--- src/rtl/vdec_hs_crc_pkg.sv ---
// ============================================================================
// Module  : vdec_hs_crc_pkg
// Brief   : Shared constants, types and helpers for the parallel HS CRC checker.
// Options : VDEC_HS_CRC_UE_MASK_EN (used by vdec_hs_crc_check_par)
// Rev     : 1.0  initial parallel release
// ============================================================================
`default_nettype none

package vdec_hs_crc_pkg;

   // Default CRC-16/CCITT generator (x^16 term implicit) and zero preset.
   localparam logic [15:0] CRC16_CCITT_POLY = 16'h1021;
   localparam logic [15:0] CRC_INIT_ZERO    = 16'h0000;

   // Group counter is wide enough for INFO_W up to 255 at one bit per clock.
   localparam int GRP_CNT_W = 8;
   // Lane count must represent 0..8 (BPC upper bound).
   localparam int LANE_W    = 4;

   typedef logic [GRP_CNT_W-1:0] grp_cnt_t;

   typedef enum logic [0:0] {
      ST_IDLE = 1'b0,
      ST_RUN  = 1'b1
   } crc_state_t;

   // Number of BPC-wide groups needed to cover len bits: ceil(len/bpc).
   function automatic grp_cnt_t calc_groups(input int len, input int bpc);
      return grp_cnt_t'((len + bpc - 1) / bpc);
   endfunction

endpackage

`default_nettype wire

--- src/rtl/vdec_hs_crc_step.sv ---
// ============================================================================
// Module  : vdec_hs_crc_step
// Brief   : Combinational BPC-bit LFSR CRC step. Lanes at or above 'lanes'
//           pass the CRC through unchanged so a short final group works.
// Rev     : 1.0  initial parallel release
// ============================================================================
`default_nettype none

module vdec_hs_crc_step
   import vdec_hs_crc_pkg::*;
#(
   parameter int               CRC_W = 16,
   parameter logic [CRC_W-1:0] POLY  = CRC16_CCITT_POLY,
   parameter int               BPC   = 1
) (
   input  logic [CRC_W-1:0]  crc_reg,
   input  logic [BPC-1:0]    data,
   input  logic [LANE_W-1:0] lanes,
   output logic [CRC_W-1:0]  crc_next
);

   // chain[i] is the CRC after the first i lanes; chain[0] is the input.
   logic [BPC:0][CRC_W-1:0] chain;

   assign chain[0] = crc_reg;

   for (genvar i = 0; i < BPC; i++) begin : g_lane
      logic             fb;
      logic [CRC_W-1:0] upd;

      assign fb          = chain[i][CRC_W-1] ^ data[i];
      assign upd         = (chain[i] << 1) ^ (fb ? POLY : {CRC_W{1'b0}});
      assign chain[i+1]  = (LANE_W'(i) < lanes) ? upd : chain[i];
   end

   assign crc_next = chain[BPC];

endmodule

`default_nettype wire

--- src/rtl/vdec_hs_crc_check_par.sv ---
// ============================================================================
// Module  : vdec_hs_crc_check_par
// Brief   : Parametrised HS CRC checker. Runs an LFSR CRC over a variable
//           length info field, BPC bits per clock (LSB first), and compares
//           it with the received CRC.
// Options : VDEC_HS_CRC_UE_MASK_EN adds ue_mask; result is XORed with it.
// Rev     : 1.0  initial parallel release
// ============================================================================
`default_nettype none

module vdec_hs_crc_check_par
   import vdec_hs_crc_pkg::*;
#(
   parameter int               INFO_W   = 21,
   parameter int               CRC_W    = 16,
   parameter logic [CRC_W-1:0] POLY     = CRC16_CCITT_POLY,
   parameter logic [CRC_W-1:0] CRC_INIT = CRC_INIT_ZERO,
   parameter int               BPC      = 1,
   parameter int               LEN_W    = 5
) (
   input  logic              clk,
   input  logic              rst,
   input  logic              start,
   input  logic [LEN_W-1:0]  info_len,
   input  logic [INFO_W-1:0] info_bits,
   input  logic [CRC_W-1:0]  crc_bits,
`ifdef VDEC_HS_CRC_UE_MASK_EN
   input  logic [CRC_W-1:0]  ue_mask,
`endif
   output logic              busy,
   output logic              done,
   output logic              crc_match,
   output logic [CRC_W-1:0]  crc_calc
);

   crc_state_t        state;
   crc_state_t        state_nxt;
   logic              last_grp;

   logic [INFO_W-1:0] info_cache;
   logic [CRC_W-1:0]  crc_cache;
   logic [CRC_W-1:0]  crc_reg;
   grp_cnt_t          grp_cnt;
   logic [LEN_W-1:0]  bits_left;

   logic [LEN_W-1:0]  len_clamped;
   grp_cnt_t          groups;
   logic [LANE_W-1:0] lanes;
   logic [CRC_W-1:0]  crc_next;
   logic [CRC_W-1:0]  mask;
   logic [CRC_W-1:0]  crc_final;

   // Lengths beyond the info field are treated as a full-width field.
   assign len_clamped = (info_len > LEN_W'(INFO_W)) ? LEN_W'(INFO_W) : info_len;
   assign groups      = calc_groups(int'(len_clamped), BPC);

   // Only the final group can be partial; it uses the bits still pending.
   assign lanes = (int'(bits_left) >= BPC) ? LANE_W'(BPC) : LANE_W'(bits_left);

   vdec_hs_crc_step #(
      .CRC_W (CRC_W),
      .POLY  (POLY),
      .BPC   (BPC)
   ) u_step (
      .crc_reg  (crc_reg),
      .data     (info_cache[BPC-1:0]),
      .lanes    (lanes),
      .crc_next (crc_next)
   );

`ifdef VDEC_HS_CRC_UE_MASK_EN
   logic [CRC_W-1:0] mask_cache;

   // Capture the UE identity mask together with the rest of the job.
   always_ff @(posedge clk or posedge rst) begin
      if (rst) begin
         mask_cache <= '0;
      end else if (start) begin
         mask_cache <= ue_mask;
      end
   end

   assign mask = mask_cache;
`else
   assign mask = '0;
`endif

   assign crc_final = crc_next ^ mask;

   // State register: IDLE until a start, RUN while groups remain.
   always_ff @(posedge clk or posedge rst) begin
      if (rst) begin
         state <= ST_IDLE;
      end else begin
         state <= state_nxt;
      end
   end

   // Next state: a start always (re)enters RUN, even on the final group.
   always_comb begin
      state_nxt = state;
      case (state)
         ST_IDLE: if (start) state_nxt = ST_RUN;
         ST_RUN: begin
            if (start)         state_nxt = ST_RUN;
            else if (last_grp) state_nxt = ST_IDLE;
         end
         default: state_nxt = ST_IDLE;
      endcase
   end

   // State-decoded outputs; a zero-length job still takes one RUN cycle.
   always_comb begin
      busy     = (state == ST_RUN);
      last_grp = (state == ST_RUN) && (grp_cnt <= grp_cnt_t'(1));
   end

   // Datapath: job load on start, one group per RUN cycle, result on last.
   always_ff @(posedge clk or posedge rst) begin
      if (rst) begin
         info_cache <= '0;
         crc_cache  <= '0;
         crc_reg    <= '0;
         grp_cnt    <= '0;
         bits_left  <= '0;
         done       <= 1'b0;
         crc_match  <= 1'b0;
         crc_calc   <= '0;
      end else begin
         done <= 1'b0;

         // The in-flight job still reports if its last group meets a start.
         if (last_grp) begin
            done      <= 1'b1;
            crc_calc  <= crc_final;
            crc_match <= (crc_final == crc_cache);
         end else if (start) begin
            crc_calc  <= '0;
            crc_match <= 1'b0;
         end

         if (start) begin
            info_cache <= info_bits;
            crc_cache  <= crc_bits;
            crc_reg    <= CRC_INIT;
            grp_cnt    <= groups;
            bits_left  <= len_clamped;
         end else if (state == ST_RUN) begin
            crc_reg    <= crc_next;
            info_cache <= info_cache >> BPC;
            bits_left  <= bits_left - LEN_W'(lanes);
            if (grp_cnt != '0) begin
               grp_cnt <= grp_cnt - grp_cnt_t'(1);
            end
         end
      end
   end

endmodule

`default_nettype wire
--- config.mk ---
export PLATFORM = sky130hd
export DESIGN_NAME = vdec_hs_crc_check_par
export DESIGN_NICKNAME = d
export VERILOG_FILES = /design/src/rtl/vdec_hs_crc_pkg.sv /design/src/rtl/vdec_hs_crc_step.sv /design/src/rtl/vdec_hs_crc_check_par.sv
export SDC_FILE = /design/constraint.sdc
export NUM_CORES = 1
export LEC_CHECK = 0
export BUFFER_PORTS_ARGS = -buffer_cell sky130_fd_sc_hd__buf_4
export CORE_MARGIN = 3
export CORE_UTILIZATION = 61
export CTS_CLUSTER_DIAMETER = 50
export DETAILED_ROUTE_END_ITERATION = 10
export GPL_TIMING_DRIVEN = 0
export MAX_ROUTING_LAYER = met4
export PLACE_DENSITY = 0.85
export RECOVER_POWER = 100
export SYNTH_ARGS = -nofsm -noshare
export SYNTH_HDL_FRONTEND = slang
export SYNTH_HIERARCHICAL = 1
export SYNTH_SLANG_ARGS = --single-unit
--- constraint.sdc ---
create_clock -name clk -period 6 [get_ports clk]
set_input_delay 0.9 -clock clk [delete_from_list [all_inputs] [get_ports clk]]
set_output_delay 0.9 -clock clk [all_outputs]
set_load 0.05 [all_outputs]
# Word level (Yosys, flattened, before mapping)
# Index checks and enable logic that the tools add are counted.
[totals] register_bits=85 latchBits=0 ram_bits=0 romBits=0 in_bits=45 output_inout_bits=19 wordCells=49 n_memories=0
[classes] addsub=4 n_mul=0 div=0 order_cmp=4 eq_ne=1 shifts=0 n_mux=22 bitwise_logic=3 n_reduce_logical=6
[ops] operator="$mux W16" count=5
[ops] operator="$mux W21" count=2
[ops] operator="$mux W8" count=3
[ops] operator="$eq A16 B16 Y1" count=1
[ops] operator="$xor A16 B16 Y16" count=1
[ops] operator="$mux W5" count=3
[ops] operator="$mux W13" count=1
[ops] operator="$le A8 B1 Y1 const B" count=1
[ops] operator="$reduce_bool A8 Y1" count=1
[ops] operator="$sub A8 B1 Y8 const B" count=1
[ops] operator="$sub A6 B1 Y7 const B" count=1
[ops] operator="$add A5 B1 Y6 const B" count=1
[ops] operator="$mux W1" count=6
[ops] operator="$reduce_bool A2 Y1" count=3
[ops] operator="$ge A5 B1 Y1 const B" count=1
[ops] operator="$gt A5 B5 Y1 const B" count=1
[ops] operator="$sub A5 B4 Y5" count=1
[ops] operator="$lt A1 B4 Y1 const A" count=1
[ops] operator="$mux W4" count=1
[ops] operator="$pmux W1 S2" count=1
[ops] operator="$reduce_and A2 Y1" count=1
[ops] operator="$logic_and A1 B1 Y1" count=1
[ops] operator="$not A1 Y1" count=1
[ops] operator="$xor A1 B1 Y1" count=1

# Logic depth before layout (Yosys ltp)
[depth] word_depth=6 ltp_mapped=9 ltp_nobuf=8

# By module
# Netlist, hierarchy kept.
[modules_own_cells] mod="vdec_hs_crc_check_par" n_inst=1 cells_per_inst=345 area_each_um2=4020.1 seq_area_each_um2=2127.0
[modules_own_cells] mod="vdec_hs_crc_step" n_inst=1 cells_per_inst=21 area_each_um2=269.0 seq_area_each_um2=0.0

# Worst setup path after synthesis
# OpenSTA, ideal clock, no wires.
[synth_timing] path_type="flip-flop to flip-flop" from="reg bits_left[2]" to="reg crc_match" setup_ns=0.079 arrival_time_ns=2.177 t_required_ns=5.921 slack_ns=3.744 path_stages_with_launch=10 path_buffers=1 synth_period_minus_slack_ns=2.256 path_cell_list="dfrtp_1 nor3_1 nand2_1 nor4_4 buf_6 mux2_2 xor2_1 nor4_1 nand4_1 mux2i_1"
[synth_between] elab_chain_cells=6
[synth_rtl] item="start, declared" line="vdec_hs_crc_check_par.sv:44" rtl="logic [LEN_W-1:0] bits_left;"
[synth_rtl] item="start signal, assigned" line="vdec_hs_crc_check_par.sv:147" rtl="bits_left <= len_clamped;"
[synth_rtl] item="start signal, assigned" line="vdec_hs_crc_check_par.sv:151" rtl="bits_left <= bits_left - LEN_W'(lanes);"
[synth_rtl] item="$ge A5 B1 Y1" line="vdec_hs_crc_check_par.sv:58" rtl="assign lanes = (int'(bits_left) >= BPC) ? LANE_W'(BPC) : LANE_W'(bits_left);"
[synth_rtl] item="$mux W4" line="vdec_hs_crc_check_par.sv:58"
[synth_rtl] item="net lanes[0]" line="vdec_hs_crc_check_par.sv:48" rtl="logic [LANE_W-1:0] lanes;"
[synth_rtl] item="$lt A1 B4 Y1" line="vdec_hs_crc_step.sv:33" rtl="assign chain[i+1] = (LANE_W'(i) < lanes) ? upd : chain[i];"
[synth_rtl] item="$mux W16" line="vdec_hs_crc_step.sv:33"
[synth_rtl] item="net crc_final[14]" line="vdec_hs_crc_check_par.sv:51" rtl="logic [CRC_W-1:0] crc_final;"
[synth_rtl] item="$eq A16 B16 Y1" line="vdec_hs_crc_check_par.sv:136" rtl="crc_match <= (crc_final == crc_cache);"
[synth_rtl] item="$mux W1" line="vdec_hs_crc_check_par.sv:133" rtl="if (last_grp) begin"
[synth_rtl] item="end signal, assigned" line="vdec_hs_crc_check_par.sv:136"
[synth_rtl] item="end, declared" line="vdec_hs_crc_check_par.sv:32" rtl="output logic crc_match,"
# The timed path passes the listed nets, and every way through them passes these cells.
# A chain may end at the register's enable or synchronous reset.

# Worst setup path after layout
# Ends and elaborated chain as after synthesis.

==> summary.txt <==
Route
  – Detailed Route WL: 9.04 mm
  – Final ANT Viol Nets: 0
  – Initial drt markers: 139
  – Via count: 3045
  – Detailed Routing Iterations Pass 1: 4
  – Detail-routed via count per cell: 5.63
  – Post-detailed-route DRC marker count: 0
  – Wire per inst: 16.7 um

Clock tree
  – Number of clock buffers inserted by TritonCTS: 9
  – Clock-pin slew of the registers on the worst-case setup and hold paths: about 80 ps
  – H-tree depth: 3
  – Insertion delay of the later-clocked pin in the worst-skew pair: 350 ps
  – CTS tree: yes
  – CTS Root Buffer Type: sky130_fd_sc_hd__clkbuf_8
  – Number of buffers on the longest clock path: 2
  – Post-CTS Setup Repair Bufs: 0
  – Count of instances resized after the clock tree is built: 0
  – Hold Buf Count CTS: 0
  – TritonCTS sink count: 85

STA
  – Max frequency: 0.267 GHz
  – Worst-case headroom to the max-slew limit: 10.3%
  – Final clock period utilization by the worst path: 62.4%
  – Crit path setup slack, layout: between 2000 and 2500 ps
  – Sum Neg Setup Slack: 0 ps
  – Setup-violating endpoint count in the final report: 0
  – Slew Limit Fails: 0
  – Hold Vio Cnt, Final: 0
  – Unrepaired setup endpoints after global routing: no
  – Crit path time final: around 3700 ps
  – Transition time of the tightest slew-check pin: 1330 ps
  – Worst clock skew: roughly 6.4 ps

Power and ir drop
  – Leakage power total: 2.55 nW
  – Max rail drop VDD: 0.000181 V
  – Power density normalized to cell area: 315 nW/um^2

Critical path
  – Launching point of the worst reg2reg path: bits_left[2]
  – Critical path start-end classification: register to register
  – Number of cells on the worst reg-to-reg path: 9
  – Data arrival time of the worst path: 4020 ps
  – Type of element launching the critical path: register
  – Endpoint required time on the critical path: 6270 ps
  – Critical path origin: bits_left[2]
  – Category of the worst setup path capture point: register
  – Worst-path fanout max: 10

Logic synthesis
  – Cell types with the largest area share after synthesis: sky130_fd_sc_hd__dfrtp_1 (50%), sky130_fd_sc_hd__mux2_2 (11%), sky130_fd_sc_hd__mux2i_1 (9.6%)
  – FFs w/ async S/R, synth: 100%
  – Yosys warning count: 6
  – Cells after Synth: 366
  – Count of distinct cell types in the synthesized netlist: 41
  – Number of synthesized register bits: 85
  – Share of the synthesized area in the top cell type: 49.6%
  – Most common flop cell mapped by yosys: sky130_fd_sc_hd__dfrtp_1
  – Proportion of synthesized chip area in sequential cells: just under 50%
  – Ranking of synthesized cells by instance count: sky130_fd_sc_hd__dfrtp_1 (85), sky130_fd_sc_hd__mux2i_1 (41), sky130_fd_sc_hd__mux2_2 (40)
  – Post-synth design cell area: between 4000 and 5000 sq um
  – Synth Area per Inst: 11.7 sq um
  – Most instantiated library cell after synthesis: sky130_fd_sc_hd__dfrtp_1
  – Top cell type by total area after synthesis: sky130_fd_sc_hd__dfrtp_1
  – Number of flops mapped to enable cells by yosys: 0

Layout
  – Number of diodes added for antenna fixing: 0
  – # fillers: around 450
  – Area growth from synthesis to layout: 15.9%
  – Largest register by flop count: info_cache
  – Fraction of layout cells with a size suffix above 1: between 20% and 30%
  – Final nets: 491
  – Max FFs per register: 21

Hold path
  – Class of the worst hold path: register to register
  – Hold wc startpoint: crc_cache[2]
  – Cell depth of the worst hold path: 1

Outcome
  – Outcome: finished, final reports clean

Placed design
  – IO buf count: 63
  – Gpl congestion: 0.821
  – Post-DP HPWL: roughly 6.5 mm
  – Placement Setup Slack: 3210 ps

Floorplanning
  – Initial core utilization: 65.3%
  – Ports placed on the boundary: 64
  – Die X: approximately 90 um
  – Placeable core region: roughly 6600 sq um
  – Die Ht: roughly 90 um
  – # rows: 29
  – Die Outline Area: 8070 sq um

Global routing
  – Wire length of the first global-routing pass: roughly 16 mm
  – Total global-route track usage: 24.4%
  – GR Overflow Total: 0
  – Pin count of the biggest net entering global routing: 69
  – Via count of the first global-routing pass: around 3300
  – Initial antenna violation count: 0

Job
  – Max capacitance violation total: 0
==> worst max-delay path, stage by stage, from the launching register on <==
cell and delay (ps):
sky130_fd_sc_hd__dfrtp_1 420, sky130_fd_sc_hd__nor3_1 260, sky130_fd_sc_hd__nand2_1 140, sky130_fd_sc_hd__nor4_1 1030, sky130_fd_sc_hd__clkbuf_1 490, sky130_fd_sc_hd__mux2_1 420, sky130_fd_sc_hd__xor2_1 180, sky130_fd_sc_hd__nor4_1 390
sky130_fd_sc_hd__nand4_1 190, sky130_fd_sc_hd__mux2i_1 160
==> where the power goes <==
| part | internal (W) | total (W) | leakage (nW) | switching (W) |
|---|---|---|---|---|
| clock | 0.000203 | 0.000404 | 0.0964 | 0.000201 |
| combinational | 0.000199 | 0.000447 | 1.37 | 0.000248 |
| sequential | 0.000648 | 0.000714 | 1.08 | 0.0000653 |
==> logic make-up after synthesis <==
| family | count (synthesis) | share of synthesized area, % |
|---|---|---|
| compound gates | 47 | 6.51 |
| fa+ha+maj | 3 | 0.875 |
| flops | 85 | 49.6 |
| simple gates | 94 | 11.8 |
| xor+xnor | 22 | 5.19 |
| other cells | 1 | 0.0874 |
| buf+inv | 25 | 3.06 |
| mux | 89 | 22.9 |
==> per-stage QoR <==
stage          util, %  cells  area (sq um)  hold WS, ps  power, W
5_1_grt           75.7    541          4970          559   0.00165
2_1_floorplan        -    368          4300          497   0.00106
3_5_place_dp      74.9    525          4920          521   0.00119
3_3_place_gp      74.4    524          4890          513   0.00116
6_report          75.7    541          4970          534   0.00156
4_1_cts           77.8    541          5110          486   0.00159
==> placed cells by master (no fill, tap or decap), types with 6 or more instances in the layout <==
master	instances
sky130_fd_sc_hd__mux2i_1	41
sky130_fd_sc_hd__xor2_1	17
sky130_fd_sc_hd__clkbuf_8	10
sky130_fd_sc_hd__o21ai_0	25
sky130_fd_sc_hd__mux2_1	18
sky130_fd_sc_hd__dfrtp_1	85
sky130_fd_sc_hd__a21oi_1	8
sky130_fd_sc_hd__clkbuf_1	34
sky130_fd_sc_hd__nor4_1	7
sky130_fd_sc_hd__buf_4	42
sky130_fd_sc_hd__nor2b_1	18
sky130_fd_sc_hd__mux2_4	6
sky130_fd_sc_hd__mux2_2	24
sky130_fd_sc_hd__nand2_1	26
sky130_fd_sc_hd__nor2_1	27
==> final cells by class <==
cell class,instances,area (sq um),area share [%]
Buffer,18,81.3,1.64
Clock buffer,12,145,2.92
Clock inverter,4,47.5,0.956
Inverter,7,27.5,0.554
Multi-Input combinational cell,258,2000,40.2
Sequential cell,85,2130,42.8
Tap cell,93,116,2.34
Timing Repair Buffer,64,425,8.56
==> layer usage <==
metal  vias up  global-route usage (%)  routed length [um]
met5         -                       -                   0
met3        20                    3.67                 309
li1       1425                       -                   -
met4         0                    10.6                 214
met1      1535                    29.8                3870
met2        65                    40.7                4650
==> path summary, 6_finish.rpt <==
path / end / slack, ps
worst min register to register: crc_cache[2] / 530
worst min-delay path: crc_cache[2] / 530
max in group asynchronous: crc_reg[5] / 4550
min in group asynchronous: info_cache[13] / 690
worst max register to register: crc_match / 2260
worst max-delay path: crc_match / 2260
(Power assumes the default switching activity.)
